===== src/rtl/mem_port_arbiter_if.sv =====
// mem_port_arbiter_if: pipeline-side request/ack signals and memory-macro signals of the port arbiter.
interface mem_port_arbiter_if #(
  parameter int ADDR_W = 10
);
  logic              if_req;
  logic [31:0]       if_addr;
  logic [31:0]       if_rdata;
  logic              if_ack;
  logic              mem_req;
  logic              mem_we;
  logic [31:0]       mem_addr;
  logic [31:0]       mem_wdata;
  logic [31:0]       mem_rdata;
  logic              mem_ack;
  logic              stall_if;
  logic              stall_mem;
  logic              halted;
  logic              ram_en;
  logic              ram_we;
  logic [ADDR_W-1:0] ram_addr;
  logic [31:0]       ram_wdata;
  logic [31:0]       ram_rdata;
  modport slave (
    input  if_req, if_addr, mem_req, mem_we, mem_addr, mem_wdata, ram_rdata,
    output if_rdata, if_ack, mem_rdata, mem_ack, stall_if, stall_mem, halted,
           ram_en, ram_we, ram_addr, ram_wdata
  );
  modport master (
    output if_req, if_addr, mem_req, mem_we, mem_addr, mem_wdata, ram_rdata,
    input  if_rdata, if_ack, mem_rdata, mem_ack, stall_if, stall_mem, halted,
           ram_en, ram_we, ram_addr, ram_wdata
  );
endinterface


===== src/rtl/mem_port_arbiter.sv =====
// mem_port_arbiter: shares one single-port memory between fetch and data access (data first),
// running each access through issue/wait/done and latching the all-ones halt marker.
module mem_port_arbiter #(
  parameter int LATENCY = 2,
  parameter int ADDR_W  = 10
) (
  input logic               clk,
  input logic               reset,
  mem_port_arbiter_if.slave bus
);
  typedef enum logic [1:0] {IDLE, ISSUE, WAIT, DONE} state_t;
  state_t            state_q, state_d;
  logic [3:0]        cnt_q, cnt_d;
  logic              own_q, own_d, we_q, we_d, halted_q, halted_d;
  logic [ADDR_W-1:0] addr_q, addr_d, ram_addr_q, ram_addr_d;
  logic [31:0]       wdata_q, wdata_d, ram_wdata_q, ram_wdata_d;
  logic [31:0]       if_rdata_q, if_rdata_d, mem_rdata_q, mem_rdata_d;
  logic              ram_en_q, ram_en_d, ram_we_q, ram_we_d;
  logic              if_ack_q, if_ack_d, mem_ack_q, mem_ack_d;
  logic              grant, halt_mark, capture, unused_addr_bits;

  assign grant            = state_q == IDLE && !halted_q && (bus.mem_req || bus.if_req);
  assign halt_mark        = bus.mem_req && !bus.mem_we && &bus.mem_addr;
  assign unused_addr_bits = ^{bus.if_addr[31:ADDR_W+2], bus.if_addr[1:0]};

  always_ff @(posedge clk or negedge reset)
    if (!reset) begin
      state_q     <= IDLE;
      cnt_q       <= '0;
      own_q       <= 1'b0;
      we_q        <= 1'b0;
      halted_q    <= 1'b0;
      addr_q      <= '0;
      wdata_q     <= '0;
      ram_en_q    <= 1'b0;
      ram_we_q    <= 1'b0;
      ram_addr_q  <= '0;
      ram_wdata_q <= '0;
      if_ack_q    <= 1'b0;
      mem_ack_q   <= 1'b0;
      if_rdata_q  <= '0;
      mem_rdata_q <= '0;
    end else begin
      state_q     <= state_d;
      cnt_q       <= cnt_d;
      own_q       <= own_d;
      we_q        <= we_d;
      halted_q    <= halted_d;
      addr_q      <= addr_d;
      wdata_q     <= wdata_d;
      ram_en_q    <= ram_en_d;
      ram_we_q    <= ram_we_d;
      ram_addr_q  <= ram_addr_d;
      ram_wdata_q <= ram_wdata_d;
      if_ack_q    <= if_ack_d;
      mem_ack_q   <= mem_ack_d;
      if_rdata_q  <= if_rdata_d;
      mem_rdata_q <= mem_rdata_d;
    end

  // The halt marker skips the memory entirely and acks straight from IDLE.
  always_comb begin
    state_d  = state_q;
    cnt_d    = cnt_q;
    own_d    = own_q;
    we_d     = we_q;
    halted_d = halted_q;
    addr_d   = addr_q;
    wdata_d  = wdata_q;
    capture  = 1'b0;
    case (state_q)
      IDLE: if (grant) begin
        own_d    = bus.mem_req;
        we_d     = bus.mem_req && bus.mem_we;
        addr_d   = bus.mem_req ? bus.mem_addr[ADDR_W+1:2] : bus.if_addr[ADDR_W+1:2];
        wdata_d  = bus.mem_req ? bus.mem_wdata : '0;
        halted_d = halt_mark;
        state_d  = halt_mark ? DONE : ISSUE;
      end
      ISSUE: begin
        cnt_d   = 4'(LATENCY - 1);
        state_d = WAIT;
      end
      WAIT: begin
        capture = cnt_q == 4'd0 && !we_q;
        cnt_d   = cnt_q == 4'd0 ? 4'd0 : cnt_q - 4'd1;
        state_d = cnt_q == 4'd0 ? DONE : WAIT;
      end
      default: state_d = IDLE;
    endcase
  end

  always_comb begin
    ram_en_d    = state_d == ISSUE;
    ram_we_d    = state_d == ISSUE && we_d;
    ram_addr_d  = state_d == ISSUE ? addr_d : ram_addr_q;
    ram_wdata_d = state_d == ISSUE ? wdata_d : ram_wdata_q;
    if_ack_d    = state_d == DONE && !own_d;
    mem_ack_d   = state_d == DONE && own_d;
    if_rdata_d  = capture && !own_q ? bus.ram_rdata : if_rdata_q;
    mem_rdata_d = capture && own_q ? bus.ram_rdata : mem_rdata_q;
  end

  assign bus.ram_en    = ram_en_q;
  assign bus.ram_we    = ram_we_q;
  assign bus.ram_addr  = ram_addr_q;
  assign bus.ram_wdata = ram_wdata_q;
  assign bus.if_ack    = if_ack_q;
  assign bus.mem_ack   = mem_ack_q;
  assign bus.if_rdata  = if_rdata_q;
  assign bus.mem_rdata = mem_rdata_q;
  assign bus.halted    = halted_q;
  assign bus.stall_if  = bus.if_req && !if_ack_q;
  assign bus.stall_mem = bus.mem_req && !mem_ack_q;
endmodule

===== src/flat_wrapper.sv =====
// flat-port wrapper written by rule: the top's interface ports become plain ports
module mem_port_arbiter_flat 
#(
  parameter int LATENCY = 2,
  parameter int ADDR_W  = 10
)
  (clk, reset, bus_if_req, bus_if_addr, bus_mem_req, bus_mem_we, bus_mem_addr, bus_mem_wdata, bus_ram_rdata, bus_if_rdata, bus_if_ack, bus_mem_rdata, bus_mem_ack, bus_stall_if, bus_stall_mem, bus_halted, bus_ram_en, bus_ram_we, bus_ram_addr, bus_ram_wdata);
  mem_port_arbiter_if #(.ADDR_W(ADDR_W)) bus_i ();
  input logic clk;
  input logic reset;
  input wire logic [$bits(bus_i.if_req)-1:0] bus_if_req;
  input wire logic [$bits(bus_i.if_addr)-1:0] bus_if_addr;
  input wire logic [$bits(bus_i.mem_req)-1:0] bus_mem_req;
  input wire logic [$bits(bus_i.mem_we)-1:0] bus_mem_we;
  input wire logic [$bits(bus_i.mem_addr)-1:0] bus_mem_addr;
  input wire logic [$bits(bus_i.mem_wdata)-1:0] bus_mem_wdata;
  input wire logic [$bits(bus_i.ram_rdata)-1:0] bus_ram_rdata;
  output wire logic [$bits(bus_i.if_rdata)-1:0] bus_if_rdata;
  output wire logic [$bits(bus_i.if_ack)-1:0] bus_if_ack;
  output wire logic [$bits(bus_i.mem_rdata)-1:0] bus_mem_rdata;
  output wire logic [$bits(bus_i.mem_ack)-1:0] bus_mem_ack;
  output wire logic [$bits(bus_i.stall_if)-1:0] bus_stall_if;
  output wire logic [$bits(bus_i.stall_mem)-1:0] bus_stall_mem;
  output wire logic [$bits(bus_i.halted)-1:0] bus_halted;
  output wire logic [$bits(bus_i.ram_en)-1:0] bus_ram_en;
  output wire logic [$bits(bus_i.ram_we)-1:0] bus_ram_we;
  output wire logic [$bits(bus_i.ram_addr)-1:0] bus_ram_addr;
  output wire logic [$bits(bus_i.ram_wdata)-1:0] bus_ram_wdata;
  assign bus_i.if_req = bus_if_req;
  assign bus_i.if_addr = bus_if_addr;
  assign bus_i.mem_req = bus_mem_req;
  assign bus_i.mem_we = bus_mem_we;
  assign bus_i.mem_addr = bus_mem_addr;
  assign bus_i.mem_wdata = bus_mem_wdata;
  assign bus_i.ram_rdata = bus_ram_rdata;
  assign bus_if_rdata = bus_i.if_rdata;
  assign bus_if_ack = bus_i.if_ack;
  assign bus_mem_rdata = bus_i.mem_rdata;
  assign bus_mem_ack = bus_i.mem_ack;
  assign bus_stall_if = bus_i.stall_if;
  assign bus_stall_mem = bus_i.stall_mem;
  assign bus_halted = bus_i.halted;
  assign bus_ram_en = bus_i.ram_en;
  assign bus_ram_we = bus_i.ram_we;
  assign bus_ram_addr = bus_i.ram_addr;
  assign bus_ram_wdata = bus_i.ram_wdata;
  mem_port_arbiter #(.LATENCY(LATENCY), .ADDR_W(ADDR_W)) u_core (.clk(clk), .reset(reset), .bus(bus_i));
endmodule

===== config.mk =====
export PLATFORM = sky130hd
export DESIGN_NAME = mem_port_arbiter_flat
export DESIGN_NICKNAME = d
export VERILOG_FILES = /design/src/rtl/mem_port_arbiter_if.sv /design/src/rtl/mem_port_arbiter.sv /design/src/flat_wrapper.sv
export SDC_FILE = /design/constraint.sdc
export NUM_CORES = 1
export LEC_CHECK = 0
export CORE_ASPECT_RATIO = 1.4
export CORE_MARGIN = 8
export CORE_UTILIZATION = 34
export DETAILED_ROUTE_END_ITERATION = 7
export PLACE_DENSITY = 0.73
export SLEW_MARGIN = 10
export SYNTH_ARGS = -nofsm -noshare
export SYNTH_HDL_FRONTEND = slang
export SYNTH_SLANG_ARGS = --single-unit

===== constraint.sdc =====
create_clock -name clk -period 4.57 [get_ports clk]
set_input_delay 0.914 -clock clk [delete_from_list [all_inputs] [get_ports clk]]
set_output_delay 0.914 -clock clk [all_outputs]
set_load 0.1 [all_outputs]

Word-level counts from Yosys, hierarchy flattened
Index checks and enable logic that the tools add are counted.
{"block": "op_classes", "reduce_logical": 26, "n_shift": 0, "bitwise_logic": 0, "multipliers": 0, "div": 0, "n_lt_le_gt_ge": 0, "n_addsub": 1, "n_eq_ne": 4, "muxes": 17}
{"operator": "$mux W32", "count": 3}
{"operator": "$reduce_and A32 Y1", "count": 1}
{"operator": "$mux W10", "count": 3}
{"operator": "$logic_and A1 B1 Y1", "count": 13}
{"operator": "$pmux W4 S2", "count": 1}
{"operator": "$logic_not A1 Y1", "count": 7}
{"operator": "$mux W1", "count": 6}
{"operator": "$pmux W2 S3", "count": 1}
{"operator": "$eq A2 B1 Y1 const B", "count": 2}
{"operator": "$eq A2 B2 Y1 const B", "count": 2}
{"operator": "$logic_not A4 Y1", "count": 1}
{"operator": "$mux W2", "count": 2}
{"operator": "$mux W4", "count": 1}
{"operator": "$sub A4 B1 Y4 const B", "count": 1}
{"operator": "$logic_not A2 Y1", "count": 1}
{"operator": "$reduce_and A2 Y1", "count": 1}
{"operator": "$reduce_bool A2 Y1", "count": 1}
{"operator": "$logic_or A1 B1 Y1", "count": 1}
{"block": "totals", "mem_bits_ro": 0, "memories": 0, "latchBits": 0, "reg_bits": 161, "output_inout_bits": 113, "word_cells": 63, "mem_bits_rw": 0}

Logic depth before layout (Yosys ltp)
Gate-level depths: netlist (run 1).
{"block": "depth", "ltp_word": 8, "ltp_mapped": 9}

Worst setup path after synthesis (run 1)
No wires, ideal clock.
{"block": "synth_path", "path_kind": "input to output", "from": "in bus_mem_req", "to": "out bus_stall_mem", "path_slack_ps": 1120, "arrival_ps": 2536, "path_stages": 2, "n_path_buf": 1, "path_cell_list": "buf_2 -> nor2b_1"}
{"block": "synth_via", "elab_chain_len": 1}
{"element": "from (decl)", "line": "flat_wrapper.sv:13", "rtl": "input wire logic [$bits(bus_i.mem_req)-1:0] bus_mem_req;"}
{"element": "$logic_and A1 B1 Y1", "line": "mem_port_arbiter.sv:114", "rtl": "assign bus.stall_mem = bus.mem_req && !mem_ack_q;"}
{"element": "to (decl)", "line": "flat_wrapper.sv:23", "rtl": "output wire logic [$bits(bus_i.stall_mem)-1:0] bus_stall_mem;"}
Every way passes these cells.

Worst setup path after layout (run 1)
{"block": "layout_path", "from": "in bus_mem_we", "to": "reg u_core.ram_wdata_q[22], in the netlist u_core.bus.ram_wdata[22]"}
{"block": "layout_via", "elab_chain_len": 7}
{"element": "from (decl)", "line": "flat_wrapper.sv:14", "rtl": "input wire logic [$bits(bus_i.mem_we)-1:0] bus_mem_we;"}
{"element": "$logic_not A1 Y1", "line": "mem_port_arbiter.sv:23", "rtl": "assign halt_mark = bus.mem_req && !bus.mem_we && &bus.mem_addr;"}
{"element": "$logic_and A1 B1 Y1 (2 in a row)", "line": "mem_port_arbiter.sv:23"}
{"element": "$mux W2", "line": "mem_port_arbiter.sv:78", "rtl": "state_d = halt_mark ? DONE : ISSUE;"}
{"element": "$mux W2", "line": "mem_port_arbiter.sv:72", "rtl": "IDLE: if (grant) begin"}
{"element": "$pmux W2 S3", "line": "mem_port_arbiter.sv:71", "rtl": "case (state_q)"}
{"element": "$eq A2 B1 Y1", "line": "mem_port_arbiter.sv:97", "rtl": "ram_wdata_d = state_d == ISSUE ? wdata_d : ram_wdata_q;"}
{"element": "to (signal assigned)", "line": "mem_port_arbiter.sv:54", "rtl": "ram_wdata_q <= ram_wdata_d;"}
{"element": "to (decl)", "line": "mem_port_arbiter.sv:16", "rtl": "logic [31:0] wdata_q, wdata_d, ram_wdata_q, ram_wdata_d;"}
Every way passes these cells.
A chain may end at the register's enable or synchronous reset.

==> results of run 1 <==
[state kept, by name, indices dropped and copies added (netlist names)]
name / count
u_core.we_q: 1
u_core.own_q: 1
u_core.bus.ram_addr: 10
u_core.addr_q: 10
u_core.bus.if_rdata: 32
u_core.state_q: 2
u_core.bus.ram_wdata: 32
u_core.bus.ram_we: 1
u_core.cnt_q: 4
u_core.bus.mem_ack: 1
u_core.bus.if_ack: 1
u_core.bus.mem_rdata: 32
u_core.wdata_q: 32
u_core.bus.halted: 1
u_core.bus.ram_en: 1
[cell type report]
| type | instances | area share |
|---|---|---|
| flip-flops and latches | 161 | 0.428 |
| inverters | 6 | 0.00239 |
| clock inverters | 9 | 0.0145 |
| well taps | 244 | 0.0325 |
| clock buffers | 21 | 0.0468 |
| multi-input cells | 225 | 0.233 |
| repair buffers | 230 | 0.242 |
[cell families after synthesis]
| family | synth area share |
|---|---|
| and+or+nand+nor | 0.0461 |
| buffers and inverters | 0.0223 |
| adders and majority gates | 0.00985 |
| AOI/OAI and AO/OA | 0.0656 |
| muxes | 0.222 |
| DFF | 0.635 |
[cells in the final DEF, fill, tap and decap left out, types with 9 or more instances in the layout]
cell type	instances
buf_4	9
nand2_1	18
dfrtp_1	161
o21ai_0	15
a22o_1	33
mux2_1	9
clkbuf_16	17
mux2_2	67
mux2i_1	10
clkdlybuf4s50_1	220
mux2_4	30
[path summary, 6_finish.rpt]
kind	startpoint	slack, ps	endpoint
max	bus_mem_we	1400	u_core.bus.ram_wdata[22]$_DFFE_PN0N_
min	reset	500	u_core.bus.mem_rdata[10]$_DFFE_PN0P_
max reg2reg	u_core.state_q[0]$_DFF_PN0_	1710	u_core.bus.ram_wdata[12]$_DFFE_PN0N_
min reg2reg	u_core.bus.ram_wdata[11]$_DFFE_PN0N_	500	u_core.bus.ram_wdata[11]$_DFFE_PN0N_
max in group asynchronous	reset	2890	u_core.bus.if_rdata[19]$_DFFE_PN0P_
min in group clk	u_core.bus.ram_wdata[11]$_DFFE_PN0N_	500	u_core.bus.ram_wdata[11]$_DFFE_PN0N_
[stage by stage]
step	hold WS (ps)	util	instance area, um^2	cells
4_1_cts	503	0.510	9410	896
5_1_grt	510	0.510	9410	896
3_5_place_dp	483	0.478	8830	866
6_report	497	0.510	9410	896
2_1_floorplan	458	-	6350	413
3_3_place_gp	474	0.478	8830	866
[worst reg2reg max path, delay by kind of cell, from the launching register on]
family                   cells  cell delay, ps
adder cells (fa/ha/maj)      1             210
buffers and inverters        1              90
AO/OA/AOI/OAI                2             540
AND/OR/NAND/NOR              2             880
flip-flops                   1             400
multiplexers                 1             630
[metal layers]
metal / wire length, um / vias up / GRT usage
met1: 6820 / 2148 / 0.170
met2: 8080 / 173 / 0.237
met3: 1540 / 27 / 0.0711
met5: 0 / - / 0
li1: - / 1927 / -
met4: 342 / 0 / 0.0523
==> results.cfg, run 1 <==
[status]
status = complete, no violations

[placement]
dp_slack_ps = 895
gp_congestion = 0.767
io_buffers = 223
post-dp-hpwl_um = 12500

[synthesis]
syn_area_um2 = 6350
netlist_instances = 413
yosysSeqAreaShare = 0.635
ys_types = 37
synth_common_cells = dfrtp_1 (161), mux2_2 (67), a22o_1 (33)
netlist_top_cells_area = dfrtp_1 (63%), mux2_2 (12%), mux2_4 (7.1%)
synth_seq_cells = 161
synth_edf_count = 0
synth_nets = 551
async_reset_ff_frac = 1.00
yosysTopAreaCell = dfrtp_1
synth.top_cell.area_share = 0.635
synthMostInstantiatedCell = dfrtp_1
ys.warnings.count = 0
synth.avg_cell_area_um2 = 15.4
synth_ff_type = dfrtp_1

[timing]
finalClockSkew_ps = 11.0
final-max-slew-violation-count = 0
max_freq_mhz = 315
grt_setup_unrepaired = false
setup_viol_count_final = 0
worst_slack_ps = 1400
relSlewSlack = 0.311
setup_tns_ps = 0
hold_viol_final = 0
finalCritPeriodShare = 0.694
tightest_slew_ps = 1030
layout_min_cycle_time_ps = 3170

[clock_network]
clk_pin_slew_ps = 60
h-tree-depth = 4
ctsResizeCount = 0
ctsHoldBuffers = 0
cts_tree = yes
numCtsBuffers = 17
cts_setup_buffers = 0
cts_buffer_depth = 2
clkLatencyLatePin_ps = 420
cts_num_sinks = 161
clock-root-buffer = clkbuf_16

[setup_path]
arrival_ps = 3470
reg2regPathDepth = 7
path_buf_inv = 1
cp.depth = 6
path_max_fanout = 43
crit_family = simple AND/OR/NAND/NOR gates
cp_slowest_cell = nand3_4
crit_path_start_kind = primary input
path_class = primary input to flip-flop
crit_path_end_kind = flip-flop
cpPeakStageDelay_ps = 650
cp_cell_sequence = clkdlybuf4s50_1, nand4b_1, nor4_1, nand4_2, nand3_4, mux2_2
worstPathRequired_ps = 4870

[finish]
fillCellCount = 1584
fin_nets = 779
diodes = 0
syn2layout_area_growth_pct = 48.2
drive_gt1_frac = 0.213
final-seq-area_um2 = 4030
multi_input_area_um2 = 2190

[routing]
final_antenna_net_count = 0
viasPerCell = 4.77
wl_per_cell_um = 18.7
drt-pass1-iter-count = 4
drt_wl_total_um = 16800
route.detailed.drc = 0
drt_iter0_markers = 115
vias = 4275

[flow_run]
maxCapViolCount = 0

[floorplan]
die_h_um = 178
ios = 246
rows = 59
dieArea_um2 = 23400
initial_utilization = 0.344
fp.dieW_um = 131
coreArea_um2 = 18500

[global_route]
grt_max_degree = 71
grt_pass1_wl_um = 27500
grt_usage = 0.148
antenna_found_initial = 0
grt.overflow.total = 0
grt_pass1_vias = 4954

[min_path]
hold_path_class = primary input to async pin
Power of run 1 is not shown: default switching activity piles up to over one toggle a cycle in this logic, so the estimate is an artifact.
==> run 2: changes to the inputs <==
clock period = 3.2 ns   (was 4.57 ns; I/O delays follow)
==> run 2 against run 1 <==
Critical path depth down 2. Die area unchanged. Sequential cell count unchanged. Clock skew down 4.9 ps. Count of clock-buffer cells in the layout unchanged. Global-route usage about the same. Register-to-register slack worse by 690 ps. First-iteration DRC count up 54%. Cell area down 1.3%.
==> results.cfg, run 2 (synthesis gave the netlist of run 1 again) <==
[finish]
drive_gt1_frac = 0.393
fin_cells = 902
final_common_cell = dfrtp_1
fin_nets = 782
syn2layout_area_growth_pct = 46.3
final_cell_mix = dfrtp_1 (161), buf_4 (118), clkdlybuf4s50_1 (109)
stdcell_area_um2 = 9290

[timing]
final-max-slew-violation-count = 0
finalCritPeriodShare = 0.777
tightest_slew_ps = 770
finalClockSkew_ps = 6.11
setup_viol_count_final = 0
max_freq_mhz = 402
grt_setup_unrepaired = false
layout_min_cycle_time_ps = 2490
hold_viol_final = 0
relSlewSlack = 0.487
setup_tns_ps = 0

[clock_network]
ctsHoldBuffers = 0
cts_tree = yes
clock-root-buffer = clkbuf_16
h-tree-depth = 4
cts_setup_buffers = 0
ctsResizeCount = 0
cts_num_sinks = 161
clk_pin_slew_ps = 60
clkLatencyLatePin_ps = 410
numCtsBuffers = 17
cts_buffer_depth = 2

[floorplan]
rows = 59
die_h_um = 178
fp.dieW_um = 131
dieArea_um2 = 23400
coreArea_um2 = 18500
initial_utilization = 0.344
ios = 246

[routing]
vias = 4263
route.detailed.drc = 0
viasPerCell = 4.73
drt_wl_total_um = 16900
drt_iter0_markers = 177
final_antenna_net_count = 0
drt-pass1-iter-count = 4
wl_per_cell_um = 18.8

[status]
status = complete, no violations

[flow_run]
maxCapViolCount = 0

[placement]
io_buffers = 223
place_area_um2 = 8640
post-dp-hpwl_um = 12600
gp_congestion = 0.746
placed_cells = 869

[setup_path]
path_class = primary input to output port
crit_path_end_kind = output port
path_max_fanout = 12
worstPathRequired_ps = 2560
crit_path_start_kind = primary input
arrival_ps = 1850

[min_path]
hold_path_class = primary input to async pin

[global_route]
grt_max_degree = 85
grt_usage = 0.148
grt_pass1_wl_um = 27600
grt_pass1_vias = 4957
antenna_found_initial = 0
grt.overflow.total = 0
## run 2: cell count changes in the layout (fill, tap and decap cells not counted), sizes merged
cell / delta
buf: +114
clkdlybuf4s50: -111
clkinv: +4
clkinvlp: -3
bufinv: +1
diode: +1
## run 2: worst max-delay path: stages
cell and delay [ps]:
clkdlybuf4s50_1 480, buf_4 240, nor2b_1 260, buf_12 210
## run 2: path summary, 6_finish.rpt
check                                            start                                  end  slack, ps  cells past startpoint
max                                        bus_mem_req                        bus_stall_mem        710                      4
min in group clk            u_core.addr_q[8]$_DFF_PN0_           u_core.addr_q[8]$_DFF_PN0_        500                      2
min                                              reset  u_core.bus.mem_rdata[6]$_DFFE_PN0P_        290                      1
max in group asynchronous                        reset  u_core.bus.if_rdata[20]$_DFFE_PN0P_       2100                      2
max reg2reg                u_core.cnt_q[0]$_DFFE_PN0N_  u_core.bus.if_rdata[17]$_DFFE_PN0P_       1020                      7
min reg2reg                 u_core.addr_q[8]$_DFF_PN0_           u_core.addr_q[8]$_DFF_PN0_        500                      2
## run 2: area by class of cell
type                    instances  area [um^2]
clock inverters                11          179
multi-input cells             225         2190
diodes                          1         2.50
repair buffers                233         2090
clock buffers                  21          470
flip-flops and latches        161         4030
well taps                     244          305
fillers                      1598         9170
inverters                       6         22.5
## run 2: routing by layer
metal | GRT usage | wire, um | up-vias | share of wire
met3 | 0.0561 | 1240 | 12 | 0.073
met2 | 0.248 | 8520 | 151 | 0.50
li1 | - | - | 1956 | -
met1 | 0.173 | 6990 | 2144 | 0.41
met4 | 0.0442 | 189 | 0 | 0.011
met5 | 0 | 0 | - | 0
## run 2: stage by stage
step | util | hold WS (ps) | setup WS, ps
floorplan | - | 344 | 298
global placement | 0.468 | 477 | 233
detailed placement | 0.468 | 484 | 229
CTS | 0.503 | 301 | 676
global route | 0.503 | 336 | 639
finish | 0.503 | 287 | 714
Power of run 2 is left out for the same reason.
